[config.mk]
export PLATFORM = sky130hd
export DESIGN_NAME = sat_counter
export DESIGN_NICKNAME = d
export VERILOG_FILES = /design/src/rtl/dff_response_checker_sat_counter.sv
export SDC_FILE = /design/constraint.sdc
export NUM_CORES = 1
export LEC_CHECK = 0
export CAP_MARGIN = 20
export CORE_MARGIN = 2
export CORE_UTILIZATION = 51
export CTS_CLUSTER_SIZE = 28
export DETAILED_ROUTE_END_ITERATION = 8
export PLACE_DENSITY = 0.81
export SETUP_SLACK_MARGIN = 0.02
export SYNTH_ARGS = -nofsm -noshare
export SYNTH_HDL_FRONTEND = slang
export SYNTH_SLANG_ARGS = --single-unit
[constraint.sdc]
create_clock -name clk -period 3.2 [get_ports clk]
set_clock_uncertainty 0.2 [all_clocks]
set_input_delay 0.96 -clock clk [delete_from_list [all_inputs] [get_ports clk]]
set_output_delay 0.96 -clock clk [all_outputs]
set_load 0.02 [all_outputs]
[src/rtl/dff_response_checker_sat_counter.sv]
// Saturating up-counter with synchronous clear; holds at all-ones.
module sat_counter #(
  parameter int W = 16
) (
  input  logic         clk,
  input  logic         rst,
  input  logic         clr,
  input  logic         inc,
  output logic [W-1:0] cnt
);

  // Clear wins over increment; increment stops at all-ones.
  always_ff @(posedge clk) begin
    if (!rst) begin
      cnt <= '0;
    end else if (clr) begin
      cnt <= '0;
    end else if (inc && (cnt != '1)) begin
      cnt <= cnt + W'(1);
    end
  end

endmodule

==> impl_metrics.json <==
{
  "top_regs": "cnt: 16 flops",
  "yosysTopAreaCell": "dfxtp_1",
  "grt_pass1_wl_microns": 3050,
  "reg2reg_slack_ns": 1.34,
  "cp_data_arrival_time_ns": 1.48,
  "leakage_nw": 0.398,
  "port_buffers": 19,
  "dp_worst_setup_slack_ns": 0.408,
  "critical_path_class": "flop to primary output",
  "tns_ns": 0,
  "cp_max_fo": 8,
  "wl_microns": 1890,
  "grt_max_degree": 12,
  "synthTopCellsByArea": "dfxtp_1 37%, nand4_4 4.9%, nor2_1 4.3%",
  "synthCells": 91,
  "crit_slowest_cell": "clkdlybuf4s50_1",
  "synth_top_area_frac": 0.370,
  "die_y_microns": 45.2,
  "r2r-start": "cnt[0]$_SDFFE_PP0P_",
  "final_layout_size_suffix_gt1_frac": 0.106,
  "yosysUniqueCellTypes": 38,
  "vias": 826,
  "cts_resized": 0,
  "worst-path-buf-inv": 1,
  "cts_tree": "yes",
  "hp-start": "cnt[5]$_SDFFE_PP0P_",
  "finalSetupViolCount": 0,
  "avgViaCountPerCell": 6.40,
  "ff2ff_path_depth": 5,
  "cts_max_path_buffers": 2,
  "dp_hpwl_microns": 1350,
  "fillers": 118,
  "fp.dieW_microns": 45.2,
  "drt_iter0_drc": 15,
  "synth-seq-cells": 16,
  "fmax_mhz": 378,
  "largest_reg_flops": 16,
  "num_rows": 14,
  "cts-root-buf": "clkbuf_4",
  "r2r_end": "cnt[14]$_SDFFE_PP0P_",
  "yosys_warnings": 0,
  "ys_seq_area_frac": 0.370,
  "fin_nets": 119,
  "cts_setup_buffers": 0,
  "gr-usage-all-layers": 0.208,
  "clock_tree.htree_level_count": 1,
  "die_area_sq_um": 2040,
  "drc_errors": 0,
  "cp.required_ns": 2.04,
  "report.final.slew_viol_count": 0,
  "start_util": 0.561,
  "hold_viol_final": 0,
  "core_sq_um": 1540,
  "worstMarginPinSlew_ns": 0.469,
  "outcome": "finished, final reports clean",
  "area_delta_synth_final_pct": 28.1,
  "synth_nets": 96,
  "grt_pass1_vias": 743,
  "diodes": 0,
  "multi_input_area_sq_um": 533,
  "cpLargestDelayFamily": "buffers and inverters",
  "start_kind": "flop",
  "rsz0062_at_grt": "no",
  "cts_sinks": 16,
  "registers.top_by_ff_count": "cnt",
  "cts_buffers": 3,
  "routedWlPerCell_microns": 14.6,
  "synthArstFlopShare": 0,
  "totalPowerFinal_mw": 0.353,
  "gp_congestion": 0.821,
  "overflow": 0,
  "power_density_nw_per_um2": 319,
  "antenna_found_initial": 0,
  "cts_hold_buf": 0,
  "worst_slack_ns": 0.557,
  "ff_latch_area_sq_um": 320,
  "max_slew_margin": 0.687,
  "worstHoldPathType": "flop to flop",
  "insertion_delay_ns": 0.29,
  "ys.flop_type": "dfxtp_1",
  "syn-cell-area_sq_um": 865,
  "io_pins": 20,
  "period_minus_slack_ns": 2.64,
  "slowest_delay_ns": 0.67,
  "cp_cell_sequence": "clkdlybuf4s50_1",
  "end_kind": "primary output",
  "fin_hold_ws_ns": 0.331,
  "final_util": 0.718,
  "whs_path_depth": 2,
  "clk_pin_slew_ns": 0.10,
  "drt-pass1-iter-count": 4,
  "hold_end": "cnt[5]$_SDFFE_PP0P_",
  "maxCapViolations": 0,
  "avgSynthCellArea_sq_um": 9.50,
  "synth_edf_count": 0,
  "fin_crit_sh": 0.826,
  "antenna_left": 0,
  "ir_drop_mv": 0.295
}
[area by class of cell]
type | count | area share
multi-input combinational | 72 | 0.481
sequential | 16 | 0.289
timing repair buffer | 19 | 0.172
clock buffer | 4 | 0.0328
tap | 16 | 0.0181
inverter | 2 | 0.00678
[through the flow]
| stage | cell area, sq um | std cells |
|---|---|---|
| 2_1_floorplan | 865 | 91 |
| 3_3_place_gp | 1070 | 125 |
| 3_5_place_dp | 1070 | 125 |
| 4_1_cts | 1110 | 129 |
| 5_1_grt | 1110 | 129 |
| 6_report | 1110 | 129 |
[cell usage in the layout (no fill, tap or decap), drive strengths merged]
| cell | synthesis | routed |
|---|---|---|
| clkdlybuf4s50 | 0 | 19 |
| dfxtp | 16 | 16 |
| nor2 | 10 | 10 |
| nand2 | 5 | 5 |
| nand3 | 5 | 5 |
| o21ai | 4 | 4 |
| a21oi | 4 | 4 |
| clkbuf | 1 | 4 |
| nand4 | 4 | 4 |
| nor4 | 3 | 3 |
| xor2 | 3 | 3 |
| and2 | 3 | 3 |
| and4 | 3 | 3 |
| o311ai | 3 | 3 |
| o41ai | 3 | 3 |
| inv | 2 | 2 |
| or3 | 2 | 2 |
| nand2b | 2 | 2 |
| o31ai | 2 | 2 |
| or4 | 2 | 2 |
| nor3 | 2 | 2 |
| nor2b | 1 | 1 |
| mux2i | 1 | 1 |
| and3 | 1 | 1 |
| o31a | 1 | 1 |
| o21a | 1 | 1 |
| nor3b | 1 | 1 |
| o211a | 1 | 1 |
| o2111ai | 1 | 1 |
| o211ai | 1 | 1 |
| xnor2 | 1 | 1 |
| a41oi | 1 | 1 |
| ha | 1 | 1 |
[cell usage after synthesis, types with 2 or more instances]
master     n
a21oi_1    4
and2_1     3
and4_2     2
dfxtp_1   16
inv_1      2
nand2_1    5
nand2b_1   2
nand3_1    4
nand4_1    2
nand4_4    2
nor2_1    10
nor4_1     3
o21ai_0    4
o311ai_0   2
o31ai_1    2
o41ai_1    2
or3_1      2
or4_1      2
xor2_1     3
[per-layer routing]
| layer | GRT usage | share of wire | vias to the layer above |
|---|---|---|---|
| li1 | - | - | 399 |
| met1 | 0.248 | 0.46 | 404 |
| met2 | 0.346 | 0.49 | 16 |
| met3 | 0.0480 | 0.031 | 7 |
| met4 | 0.112 | 0.025 | 0 |
| met5 | 0 | 0 | - |
[worst max-delay path by stage]
| stage | start | end | slack, ns | cells past startpoint |
|---|---|---|---|---|
| after CTS | cnt[3]$_SDFFE_PP0P_ | cnt[3] | 0.57 | 1 |
| after global placement | inc | cnt[13]$_SDFFE_PP0P_ | 0.45 | 5 |
| after detailed placement | inc | cnt[13]$_SDFFE_PP0P_ | 0.41 | 5 |
| after floorplan | inc | cnt[13]$_SDFFE_PP0P_ | 1.04 | 4 |
| after global routing | cnt[3]$_SDFFE_PP0P_ | cnt[3] | 0.52 | 1 |
| final | cnt[3]$_SDFFE_PP0P_ | cnt[3] | 0.56 | 1 |
[report_power, final]
part	switching (mW)	internal [mW]	total (mW)
logic	0.00808	0.00807	0.0161
clock network	0.0668	0.0694	0.136
registers	0.000972	0.200	0.201
total	0.0759	0.277	0.353
[logic make-up (layout without fill, tap and decap cells)]
| kind of cell | count (synthesis) | in the layout | share of synthesized area |
|---|---|---|---|
| xor gates and xnor gates | 4 | 4 | 0.0405 |
| muxes | 1 | 1 | 0.0116 |
| AOI/OAI and AO/OA | 22 | 22 | 0.214 |
| DFF | 16 | 16 | 0.370 |
| and+or+nand+nor | 44 | 44 | 0.336 |
| buffers and inverters | 3 | 25 | 0.0130 |
| adders and majority gates | 1 | 1 | 0.0145 |
(Power assumes the default switching activity.)
